`config.mk`:
```
export PLATFORM = sky130hd
export DESIGN_NAME = fpu_pack_pipe
export DESIGN_NICKNAME = d
export VERILOG_FILES = /design/src/rtl/fpu_pack_pipe.sv
export SDC_FILE = /design/constraint.sdc
export NUM_CORES = 1
export LEC_CHECK = 0
export ABC_AREA = 1
export ABC_CLOCK_PERIOD_IN_PS = 1900
export BUFFER_PORTS_ARGS = -buffer_cell sky130_fd_sc_hd__clkbuf_2
export CAP_MARGIN = 10
export CORE_UTILIZATION = 36
export CTS_BUF_LIST = sky130_fd_sc_hd__clkbuf_16
export DETAILED_ROUTE_END_ITERATION = 8
export PLACE_DENSITY = 0.57
export SKIP_CTS_REPAIR_TIMING = 1
export SLEW_MARGIN = 20
export SYNTH_ARGS = -nofsm -noshare
export SYNTH_HDL_FRONTEND = slang
export SYNTH_SLANG_ARGS = --single-unit
```
`constraint.sdc`:
```
create_clock -name clk -period 1.9 [get_ports clk]
set_clock_uncertainty 0.15 [all_clocks]
set_input_delay 0.38 -clock clk [delete_from_list [all_inputs] [get_ports clk]]
set_output_delay 0.38 -clock clk [all_outputs]
set_load 0.02 [all_outputs]
```
`src/rtl/fpu_pack_pipe.sv`:
```
// Two-stage FPU pack: round then IEEE-754 pack with valid/ready flow control.
// FPU_PACK_ROUND_EN selects round-to-nearest-even; undefined truncates.
module fpu_pack_pipe #(
  parameter int EXP_W = 8,
  parameter int MAN_W = 23,
  parameter int TAG_W = 4
) (
  input  logic                   clk,
  input  logic                   rst,
  input  logic                   in_valid,
  output logic                   in_ready,
  input  logic                   in_s,
  input  logic [EXP_W+1:0]       in_e,
  input  logic [MAN_W+3:0]       in_m,
  input  logic [TAG_W-1:0]       in_tag,
  output logic                   out_valid,
  input  logic                   out_ready,
  output logic [EXP_W+MAN_W:0]   out_z,
  output logic [2:0]             out_flags,
  output logic [TAG_W-1:0]       out_tag
);

  localparam int EW   = EXP_W + 2;
  localparam int BIAS = 2**(EXP_W-1) - 1;
  localparam logic signed [EW-1:0] EMIN = EW'(1 - BIAS);
  localparam logic signed [EW-1:0] EMAX = EW'(BIAS);

  typedef struct packed {
    logic             s;
    logic [EW-1:0]    e;
    logic [MAN_W:0]   m;
    logic             ix;
    logic [TAG_W-1:0] tag;
  } rnd_t;

  logic s1_valid, s2_valid;
  logic s2_adv, s1_load, s2_load;
  rnd_t s1_d, s1_q;

  assign s2_adv   = !s2_valid | out_ready;
  assign in_ready = !s1_valid | s2_adv;
  assign s1_load  = in_valid & in_ready;
  assign s2_load  = s1_valid & s2_adv;

`ifdef FPU_PACK_ROUND_EN
  logic             rup;
  logic [MAN_W+1:0] sum;

  assign rup = in_m[2] & (in_m[1] | in_m[0] | in_m[3]);
  assign sum = {1'b0, in_m[MAN_W+3:3]}
             + {{(MAN_W+1){1'b0}}, rup};
`endif

  always_comb begin
    s1_d     = '0;
    s1_d.s   = in_s;
    s1_d.tag = in_tag;
    s1_d.ix  = |in_m[2:0];
`ifdef FPU_PACK_ROUND_EN
    if (sum[MAN_W+1]) begin
      s1_d.m = {1'b1, {MAN_W{1'b0}}};
      s1_d.e = in_e + EW'(1);
    end else begin
      s1_d.m = sum[MAN_W:0];
      s1_d.e = in_e;
    end
`else
    s1_d.m = in_m[MAN_W+3:3];
    s1_d.e = in_e;
`endif
  end

  logic               ovf, unf, at_min, sub, zs;
  logic [EXP_W-1:0]   eb;
  logic [EXP_W+MAN_W:0] p_z;
  logic [2:0]         p_f;

  assign ovf    = $signed(s1_q.e) > EMAX;
  assign unf    = $signed(s1_q.e) < EMIN;
  assign at_min = $signed(s1_q.e) == EMIN;
  assign sub    = at_min & !s1_q.m[MAN_W];
  assign eb     = s1_q.e[EXP_W-1:0] + EXP_W'(BIAS);
  // exact zero at EMIN always packs as +0
  assign zs     = s1_q.s & !(at_min & (s1_q.m == '0));

  always_comb begin
    p_z = '0;
    p_f = '0;
    unique case (1'b1)
      ovf: begin
        p_z = {s1_q.s, {EXP_W{1'b1}}, {MAN_W{1'b0}}};
        p_f = 3'b101;
      end
      unf: begin
        p_z = '0;
        p_f = 3'b011;
      end
      sub: begin
        p_z = {zs, {EXP_W{1'b0}}, s1_q.m[MAN_W-1:0]};
        p_f = {1'b0, s1_q.ix, s1_q.ix};
      end
      default: begin
        p_z = {zs, eb, s1_q.m[MAN_W-1:0]};
        p_f = {2'b00, s1_q.ix};
      end
    endcase
  end

  always_ff @(posedge clk) begin
    if (rst) begin
      s1_valid  <= 1'b0;
      s2_valid  <= 1'b0;
      s1_q      <= '0;
      out_z     <= '0;
      out_flags <= '0;
      out_tag   <= '0;
    end else begin
      if (s1_load) s1_q <= s1_d;
      if (s1_load)      s1_valid <= 1'b1;
      else if (s2_load) s1_valid <= 1'b0;
      if (s2_load) begin
        out_z     <= p_z;
        out_flags <= p_f;
        out_tag   <= s1_q.tag;
      end
      if (s2_load)        s2_valid <= 1'b1;
      else if (out_ready) s2_valid <= 1'b0;
    end
  end

  assign out_valid = s2_valid;

endmodule
```
# [Word level (Yosys, flattened, before mapping)]
# Cells that the tools add are included.
[totals] output_inout_bits=41 regBits=81 inputBits=46 word_cells=35
[classes] muxes=6 n_lt_le_gt_ge=2 reduce_logical=8 add_sub_neg=1 bitwise_logic=7 n_eq_ne=1
[ops] op="$pmux 32 s3" n=1
[ops] op="$logic_not 24->1" n=1
[ops] op="$eq 10x8->1 const B" n=1
[ops] op="$gt 10x8->1 const B" n=1
[ops] op="$lt 10x8->1 const B" n=1
[ops] op="$pmux 3 s3" n=1
[ops] op="$add 8x7->8 const B" n=1
[ops] op="$and 1x1->1" n=5
[ops] op="$logic_not 1->1" n=4
[ops] op="$mux 1" n=4
[ops] op="$reduce_bool 2->1" n=2
[ops] op="$reduce_or 3->1" n=1
[ops] op="$or 1x1->1" n=2

# [Logic depth before layout (Yosys ltp)]
# Gate-level depths: netlist (run 1).
[logic_depth] word_depth=5 ltp_mapped=10

# [Worst setup path before layout (run 1)]
# No wires, ideal clock.
[synth_path] path_type="reg-to-reg" from="register s2_valid (netlist: out_valid)" to="register s1_q[0] in the netlist's numbering" t_required_ns=1.634 path_slack_ns=0.262 stages_incl_launch_ff=7 arrival_ns=1.372 path_cell_list="dfxtp_1 -> nand3_1 -> nand2_1 -> clkinv_1 -> clkbuf_1 -> nor2_1 -> nor2_1"
[synth_via] elab_chain_len=4
[synth_lines] item="from (decl)" line="36" source="logic s1_valid, s2_valid;"
[synth_lines] item="from (signal assigned)" line="112" source="s2_valid <= 1'b0;"
[synth_lines] item="from (signal assigned)" line="126" source="if (s2_load) s2_valid <= 1'b1;"
[synth_lines] item="from (signal assigned)" line="127" source="else if (out_ready) s2_valid <= 1'b0;"
[synth_lines] item="$logic_not 1->1" line="40" source="assign s2_adv = !s2_valid | out_ready;"
[synth_lines] item="$or 1x1->1" line="40"
[synth_lines] item="$or 1x1->1" line="41" source="assign in_ready = !s1_valid | s2_adv;"
[synth_lines] item="via in_ready" line="11" source="output logic in_ready,"
[synth_lines] item="$and 1x1->1" line="42" source="assign s1_load = in_valid & in_ready;"
[synth_lines] item="to (signal assigned)" line="113" source="s1_q <= '0;"
[synth_lines] item="to (signal assigned)" line="118" source="if (s1_load) s1_q <= s1_d;"
[synth_lines] item="to (decl)" line="38" source="rnd_t s1_d, s1_q;"
# The timed path passes the listed nets, and every way through them passes these cells.
# A chain may end at the register's enable or synchronous reset.

# [Worst setup path in the final report (run 1)]
[layout_path] from="register s1_q[29] in the netlist's numbering" to="register out_z[19]"
[layout_via] elab_chain_len=3
[layout_lines] item="branches (longest 2 deep; another with $lt 10x8->1)"
[layout_lines] item="$pmux 32 s3 (*)" line="89" source="unique case (1'b1)"
[layout_lines] item="to (signal assigned)" line="122" source="out_z <= p_z;"
[layout_lines] item="to (decl)" line="18" source="output logic [EXP_W+MAN_W:0] out_z,"
# Mark *: on every way between the ends.

==> results of run 1 <==
-- power groups by stage --
stage / clock network, µW / registers (µW) / logic (µW)
2_1_floorplan: 0 / 2000 / 365
3_3_place_gp: 0 / 1940 / 628
3_5_place_dp: 0 / 1950 / 635
4_1_cts: 1810 / 1910 / 637
5_1_grt: 1900 / 1920 / 699
6_report: 1760 / 1910 / 626
-- area by class of cell --
type / count / area (µm²) / area share
clock buffer: 9 / 225.2 / 0.05402
clock inverter: 6 / 76.32 / 0.01831
timing repair buffer: 98 / 570.5 / 0.1369
sequential: 81 / 1622 / 0.3890
inverter: 16 / 60.06 / 0.01441
tap: 108 / 135.1 / 0.03241
multi-input combinational: 293 / 1480 / 0.3550
-- metal layers --
| metal | part of all wire | routed length (µm) | track usage | up-vias |
|---|---|---|---|---|
| met3 | 0.036 | 274 | 0.04173 | 9 |
| li1 | - | - | - | 1525 |
| met5 | 0 | 0 | 0 | - |
| met4 | 0.016 | 124 | 0.06561 | 0 |
| met1 | 0.48 | 3612 | 0.2027 | 1281 |
| met2 | 0.47 | 3517 | 0.2657 | 48 |
-- how the worst max path moves through the flow --
stage,startpoint,slack [ns],depth (start not counted),endpoint
6_report,s1_q[29],0.19,9,out_z[19]
5_1_grt,s1_q[29],0.04,10,out_z[31]
4_1_cts,s1_q[29],0.16,9,out_z[19]
3_5_place_dp,s1_q[29],0.18,9,out_z[19]
3_3_place_gp,s1_q[29],0.24,9,out_z[21]
2_1_floorplan,out_valid,0.26,6,s1_q[0]
-- tightest hold or removal path, cell delays in order --
cell and delay (ns):
clkbuf_2 0.07, o21ai_0 0.07, nor2_1 0.07
-- cell families (layout without fill, tap and decap cells) --
family	count (synthesis)	count (layout)	share of synthesized area
AO/OA/AOI/OAI	122	122	0.2094
XOR/XNOR	5	5	0.01333
adder cells (fa/ha/maj)	2	2	0.007612
buffers and inverters	40	129	0.05633
flip-flops	81	81	0.4933
AND/OR/NAND/NOR	164	164	0.2200
-- sequential cells by signal, summed over array words and instances, names as in the netlist --
signal	flops
s1_q	40
out_z	32
out_tag	4
out_flags	3
out_valid	1
s1_valid	1
-- cells in the final DEF (no fill, tap or decap) --
cell type | netlist | final
nor2_2 | 3 | 3
clkinv_2 | 0 | 1
inv_1 | 11 | 12
nor2_1 | 97 | 97
inv_2 | 4 | 4
nand2_1 | 29 | 29
clkbuf_2 | 1 | 86
nor3_2 | 1 | 1
nor3_4 | 1 | 1
o31ai_1 | 1 | 1
clkinv_1 | 1 | 3
o21ai_1 | 10 | 10
a21oi_2 | 20 | 20
nand3_1 | 3 | 3
nand4_1 | 3 | 3
buf_4 | 0 | 8
xnor2_1 | 2 | 2
nand2_4 | 1 | 1
o21ai_0 | 59 | 59
dfxtp_1 | 81 | 81
nand2_2 | 24 | 24
bufinv_16 | 0 | 2
clkbuf_16 | 0 | 9
nor3_1 | 2 | 2
ha_1 | 2 | 2
buf_12 | 0 | 4
xor2_1 | 3 | 3
a21oi_1 | 32 | 32
-- stage by stage --
stage,area (µm²),instances,utilization,total power (µW),hold slack (ns)
after floorplan,3287,414,-,2367,0.2797
after global placement,3867,596,0.4413,2572,0.3079
after detailed placement,3867,596,0.4413,2582,0.3177
after CTS,4169,611,0.4757,4352,0.1439
after global routing,4169,611,0.4757,4518,0.1603
final,4169,611,0.4757,4295,0.1538
==> results.toml, run 1 <==
[drt]
drc = 0
vias = 2863
viasPerCell = 4.686
routed_wirelength_mm = 7.529
drtIter0Drc = 82
ant_nets = 0
drtPass1Iterations = 4
wl_per_cell_um = 12.32

[worst_setup_path]
cp_cell_sequence = "inv_1 -> ha_1 -> nand3_1 -> nor2_2 -> nand2_2 -> nand2_4 -> buf_12 -> nand2_2 -> a21oi_2"
path_class = "register to register"
endpoint_kind = "register"
crit_buf_inv = 2
startpoint_type = "register"
r2r-end = "out_z[19]"
critPathMostFrequentCell = "nand2_2"
crit_family = "simple AND/OR/NAND/NOR gates"
r2r-start = "s1_q[29]"
cpMaxStageDelayCell = "dfxtp_1"
worstPathArrival_ns = 1.81
critPathMaxStageDelay_ns = 0.29
rr_worst_depth = 9
crit_fanout = 16
r2r_slack_ns = 0.19
required_ns = 2.01

[yosys]
ys.flop_type = "dfxtp_1"
yosys.area.top_type_share = 0.4933
yosys-top-cells-count = "nor2_1 (97), dfxtp_1 (81), o21ai_0 (59), a21oi_1 (32), nand2_1 (29)"
synthesis.nets = 462
synth.most_common_cell = "nor2_1"
yosys.area.top_type = "dfxtp_1"
syn_area_per_cell_um2 = 7.939
synth.area.top_cells = "dfxtp_1 (49%), nor2_1 (11%), o21ai_0 (9.0%)"
ys_types = 26
synthCells = 414
ys.warnings.count = 0
async_flop_share = 0
synth_area_um2 = 3287
synth-seq-area-share = 0.4933
synth-seq-cells = 81
synth_edf_count = 0

[cts]
cts_tree = "built"
clk_path_buf_depth = 2
clock_sinks = 81
worstSkewPairLatency_ns = 0.32
htreeDepth = 3
cts_made_buffers = 9
cts-root-buf = "clkbuf_16"
clk_pin_slew_ns = 0.05

[power_and_ir_drop]
p_clk_frac = 0.410
power.density_nw_per_um2 = 1030
power_frac_seq = 0.444
swShare = 0.2568
power.leakage_uw = 0.001830
p_int_uw = 3192
power.switching_uw = 1103
comb_power_share = 0.146
ir_drop_mv = 0.5156

[floorplanning]
initial_utilization = 0.3751
core_um2 = 8763
placementRows = 34
die_w_um = 97.55
ios = 87
die_h_um = 97.55
die_area_um2 = 9516

[global_route]
grt_pass1_vias = 2603
gr-total-overflow = 0
grt_max_degree = 69
grt_pass1_wl_mm = 12.28
grtUsageTotal = 0.1622
antenna_found_initial = 0

[placed_design]
dpl_worst_slack_ns = 0.1807
port_buffers = 86
dp_hpwl_mm = 5.432
globalplace.congestion = 0.8105

[hold_path]
hp-class = "input port to register"
hold_start = "in_e[5]"
holdPathEnd = "s1_q[34]"
hold_path_depth = 3

[sta]
finalMaxSlewViolations = 0
hold_viol = 0
rsz0062_at_grt = "false"
worst_slack_ns = 0.1950
min_period_over_period = 0.8974
final-setup-viol-count = 0
final.min_clock_period_ns = 1.705
fin_setup_tns_ns = 0
max_freq_mhz = 586.5
max-slew-margin-rel = 0.7554
worstMarginPinSlew_ns = 0.3665

[cells_and_area]
nFillCells = 897
fin_nets = 547
area_growth_pct = 26.84
layout-drive-gt1-share = 0.3260
n_antenna_cell = 0

[run]
drv_cap = 0

[run_status]
status = "finished clean"
(Power assumes the default switching activity.)
==> run 2, diff against run 1 <==
--- a/config.mk
+++ b/config.mk
@@ -10,3 +10,2 @@
 export BUFFER_PORTS_ARGS = -buffer_cell sky130_fd_sc_hd__clkbuf_2
-export CAP_MARGIN = 10
 export CORE_UTILIZATION = 36
==> constraint.sdc (replaced) <==
create_clock -name clk -period 1.9 [get_ports clk]
set_clock_uncertainty 0.15 [all_clocks]
set_input_delay 0.19 -clock clk [delete_from_list [all_inputs] [get_ports clk]]
set_output_delay 0.19 -clock clk [all_outputs]
set_load 0.02 [all_outputs]
==> run 2 against run 1 <==
  * Fmax rose by 1.0%
  * Combinational power increased by 3%
  * Design area grew 2.8%
  * The run now ends with negative hold slack left
  * Global-route usage increased by 0.20 points
  * Clock power down 3%
  * Power fell by 0.68%
  * Critical path depth did not move
  * Core utilization increased by 1.3 points
  * Via count is 1.8% higher
  * Clock-buffer cell count is the same
  * Sequential power about the same
  * Sequential share of layout area is 1.0 points lower
==> results.toml, run 2 (synthesis results as in run 1) <==
[power_and_ir_drop]
ir_drop_mv = 0.3768
power.leakage_uw = 0.001868
power.density_nw_per_um2 = 995.7

[sta]
final.min_clock_period_ns = 1.687
min_period_over_period = 0.8881
fin_setup_tns_ns = 0
worstMarginPinSlew_ns = 0.3519
worst_slack_ns = 0.2126
hold_viol = 16
final-setup-viol-count = 0
max_freq_mhz = 592.6
max-slew-margin-rel = 0.7648
finalMaxSlewViolations = 0
rsz0062_at_grt = "false"
whs_ns = -0.04195

[cells_and_area]
final_common_cell = "nor2_1"
largestRegisters = "s1_q (40), out_z (32), out_tag (4)"
layout_common_cells = "nor2_1 (97), clkbuf_2 (86), dfxtp_1 (81)"
area_growth_pct = 30.34
layout-drive-gt1-share = 0.3217
largest_reg_flops = 40
fin_nets = 559
final_cell_area_um2 = 4284
n_antenna_cell = 0
layout.cells.non_filler = 624
top_register = "s1_q"

[global_route]
gr-total-overflow = 0
grtUsageTotal = 0.1642
grt_pass1_wl_mm = 12.50
grt_max_degree = 69
antenna_found_initial = 0
grt_pass1_vias = 2640

[drt]
drtPass1Iterations = 4
routed_wirelength_mm = 7.648
vias = 2914
viasPerCell = 4.670
drtIter0Drc = 65
drc = 0
wl_per_cell_um = 12.26
ant_nets = 0

[floorplanning]
die_h_um = 97.55
core_um2 = 8763
die_area_um2 = 9516
initial_utilization = 0.3751
placementRows = 34
ios = 87
die_w_um = 97.55

[run]
drv_cap = 0

[cts]
cts-root-buf = "clkbuf_16"
htreeDepth = 3
clock_sinks = 81
cts_tree = "built"
cts_made_buffers = 9
clk_pin_slew_ns = 0.07
clk_path_buf_depth = 2
worstSkewPairLatency_ns = 0.33

[hold_path]
hp-class = "input port to register"
hold_path_depth = 3

[run_status]
status = "finished, violations left"
violations = "negative hold slack"

[worst_setup_path]
crit_fanout = 16
path_class = "register to register"
endpoint_kind = "register"
required_ns = 2.01
startpoint_type = "register"
worstPathArrival_ns = 1.80
rr_worst_depth = 9

[placed_design]
port_buffers = 86
place_area_um2 = 3840
dp_cells = 594
globalplace.congestion = 0.8018
dp_hpwl_mm = 5.386
dpl_worst_slack_ns = 0.1665
-- run 2: cell count changes in the layout (fill, tap and decap cells not counted), sizes merged --
cell         previous run  this run
bufinv                  2         1
clkinv                  4         6
dlygate4sd3             0        14
clkinvlp                0         1
buf                    12        10
inv                    16        15
-- run 2: area by class of cell --
type	count	area (µm²)
fill	886	4479
sequential	81	1622
multi-input combinational	293	1489
timing repair buffer	110	683.2
clock buffer	9	225.2
tap	108	135.1
clock inverter	7	70.07
inverter	16	60.06
-- run 2: per-stage QoR --
step / util / total power, µW
global placement: 0.4382 / 2564
finish: 0.4889 / 4266
global route: 0.4889 / 4496
detailed placement: 0.4382 / 2573
CTS: 0.4719 / 4287
floorplan: - / 2367
-- run 2: final timing paths --
kind,from,end,slack (ns)
setup reg to reg,s1_q[29],out_z[20],0.21
hold / removal,in_m[17],s1_q[19],-0.04
hold reg to reg,s1_q[39],s1_q[39],0.31
setup / recovery,s1_q[29],out_z[20],0.21
-- run 2: layer usage --
layer / track usage / wire length, µm / share of wire
met5: 0 / 0 / 0
met2: 0.2544 / 3648 / 0.48
met1: 0.2229 / 3605 / 0.47
met3: 0.03022 / 326 / 0.043
met4: 0.07127 / 68 / 0.0089
-- run 2: power breakdown --
part / leakage (µW) / switching (µW) / total [µW] / internal, µW
Clock: 0.000146 / 695 / 1710 / 1020
Combinational: 0.00105 / 390 / 646 / 256
Sequential: 0.000670 / 84.9 / 1910 / 1820
-- run 2: worst max-delay path, stage by stage, from the launching register on --
cell	delay, ns
dfxtp_1	0.30
inv_1	0.15
ha_1	0.17
nand3_1	0.11
nor2_2	0.14
nand2_2	0.11
nand2_8	0.17
buf_12	0.16
nand2_2	0.05
a21oi_2	0.10
==> run 3, diff against run 2 <==
CORE_UTILIZATION = 49   (was 36)
MAX_ROUTING_LAYER = met4   (was not set)
PLACE_DENSITY = 0.74   (was 0.57)
==> run 3 against run 2 <==
  * The run ends with design-rule violations, negative hold slack left
  * Clock power up 7%
  * Core utilization is 17 points higher
  * Combinational power fell by 1%
  * Fmax fell by 0.94%
  * Sequential share of layout area increased by 0.55 points
  * Clock-buffer cell count stayed put
  * First-iteration DRC count increased by 110%
  * Hold slack got worse by 0.0033 ns
  * Non-clock buffer count down 7
  * Sequential power hardly changed
  * Power increased by 2.5%
  * Flip-flop and latch count unchanged
  * Critical path type unchanged
  * Highest routed layer unchanged
==> results.toml, run 3 (synthesis results as in run 1) <==
[run_status]
status = "finished, violations left"
violations = "design-rule violations, negative hold slack"

[drt]
drtIter0Drc = 136
routed_wirelength_mm = 7.425
wl_per_cell_um = 12.67
drtPass1Iterations = 7
drc = 14
viasPerCell = 5.070
ant_nets = 0
vias = 2971

[floorplanning]
ios = 87
die_area_um2 = 7039
die_w_um = 83.90
placementRows = 29
die_h_um = 83.90
initial_utilization = 0.5118
core_um2 = 6422

[worst_setup_path]
crit_buf_inv = 2
worstPathArrival_ns = 1.82
endpoint_kind = "register"
cpMaxStageDelayCell = "dfxtp_1"
cp_cell_sequence = "inv_1 -> ha_1 -> nand3_1 -> nor2_2 -> nand2_2 -> nand2_8 -> buf_12 -> nand2_1 -> a21oi_1"
critPathMaxStageDelay_ns = 0.30
required_ns = 2.01
crit_family = "simple AND/OR/NAND/NOR gates"
path_class = "register to register"
startpoint_type = "register"
crit_fanout = 13

[placed_design]
port_buffers = 86
dp_hpwl_mm = 4.887
dpl_worst_slack_ns = 0.1581
dp_cells = 559
globalplace.congestion = 0.7844

[cells_and_area]
fin_nets = 552
final_common_cell = "nor2_1"
largest_reg_flops = 40
layout.cells.non_filler = 586
top_register = "s1_q"
utilization = 0.6575
area_growth_pct = 28.47
layout-drive-gt1-share = 0.3163
largestRegisters = "s1_q (40), out_z (32), out_tag (4)"
layout_common_cells = "nor2_1 (97), clkbuf_2 (86), dfxtp_1 (81)"
n_antenna_cell = 0
nFillCells = 564

[global_route]
met1_usage = 0.2725
grtUsageTotal = 0.2298
use_met3 = 0.05143
antenna_found_initial = 0
gr-total-overflow = 0
grt_pass1_vias = 2807
grt_max_degree = 69
grt_use_met2 = 0.3689
grt_pass1_wl_mm = 12.48
grt_busiest_layer = "met2"

[sta]
final.min_clock_period_ns = 1.703
rsz0062_at_grt = "false"
finalMaxSlewViolations = 0
min_period_over_period = 0.8965
max-slew-margin-rel = 0.7171
fin_setup_tns_ns = 0
final-setup-viol-count = 0
hold_viol = 21
worstMarginPinSlew_ns = 0.4243
worst_slack_ns = 0.1966
whs_ns = -0.04530
max_freq_mhz = 587.1

[cts]
cts-root-buf = "clkbuf_16"
clk_path_buf_depth = 2
htreeDepth = 3
clk_pin_slew_ns = 0.06
worstSkewPairLatency_ns = 0.34
cts_tree = "built"
cts_made_buffers = 9
clock_sinks = 81

[power_and_ir_drop]
power.leakage_uw = 0.001844
ir_drop_mv = 0.6163
power.density_nw_per_um2 = 1035

[hold_path]
hp-class = "input port to register"

[run]
drv_cap = 0
## run 3: changes by cell type in the layout (fill, tap and decap cells not counted)
cell and change:
inv_6 -1, bufinv_16 +1, dlygate4sd3_1 -3, inv_1 +1, clkinv_2 -3, buf_4 -5
buf_12 +1, clkinvlp_4 +2
## run 3: area by class of cell
cell class | instances | area [µm²] | share of cell area
sequential | 81 | 1622 | 0.3840
tap | 77 | 96.34 | 0.02281
clock inverter | 7 | 95.09 | 0.02252
inverter | 16 | 60.06 | 0.01422
timing repair buffer | 103 | 635.6 | 0.1505
multi-input combinational | 293 | 1489 | 0.3526
clock buffer | 9 | 225.2 | 0.05333
## run 3: layer usage
layer	routed length, µm	up-vias
met5	0	-
met4	153	0
met3	303	11
met2	3605	74
met1	3363	1343
li1	-	1543
## run 3: path summary, 6_finish.rpt
check,from,cells past startpoint,slack [ns],endpoint
worst max-delay path,s1_q[29],9,0.20,out_z[2]
worst max register to register,s1_q[29],9,0.20,out_z[2]
worst min-delay path,in_m[12],3,-0.05,s1_q[14]
worst min register to register,s1_q[11],2,0.32,out_z[6]
## run 3: through the flow
stage | power [µW] | hold WS [ns] | instance area, µm²
after global routing | 4562 | 0.001067 | 4223
final | 4372 | -0.04530 | 4223
after CTS | 4384 | -0.05427 | 4104
after floorplan | 2367 | 0.1091 | 3287
after detailed placement | 2560 | 0.2982 | 3784
after global placement | 2545 | 0.2927 | 3784
## run 3: worst register-to-register path, delay by kind of cell (launching register included)
| kind | cells | cell delay [ns] |
|---|---|---|
| flops | 1 | 0.30 |
| buf+inv | 2 | 0.30 |
| simple gates | 5 | 0.59 |
| compound gates | 1 | 0.12 |
| fa+ha+maj | 1 | 0.17 |
## run 3: power by group
| group | internal (µW) | switching [µW] | leakage (µW) |
|---|---|---|---|
| logic | 248 | 390 | 0.00103 |
| registers | 1820 | 84.9 | 0.000670 |
| clock network | 1150 | 680 | 0.000145 |
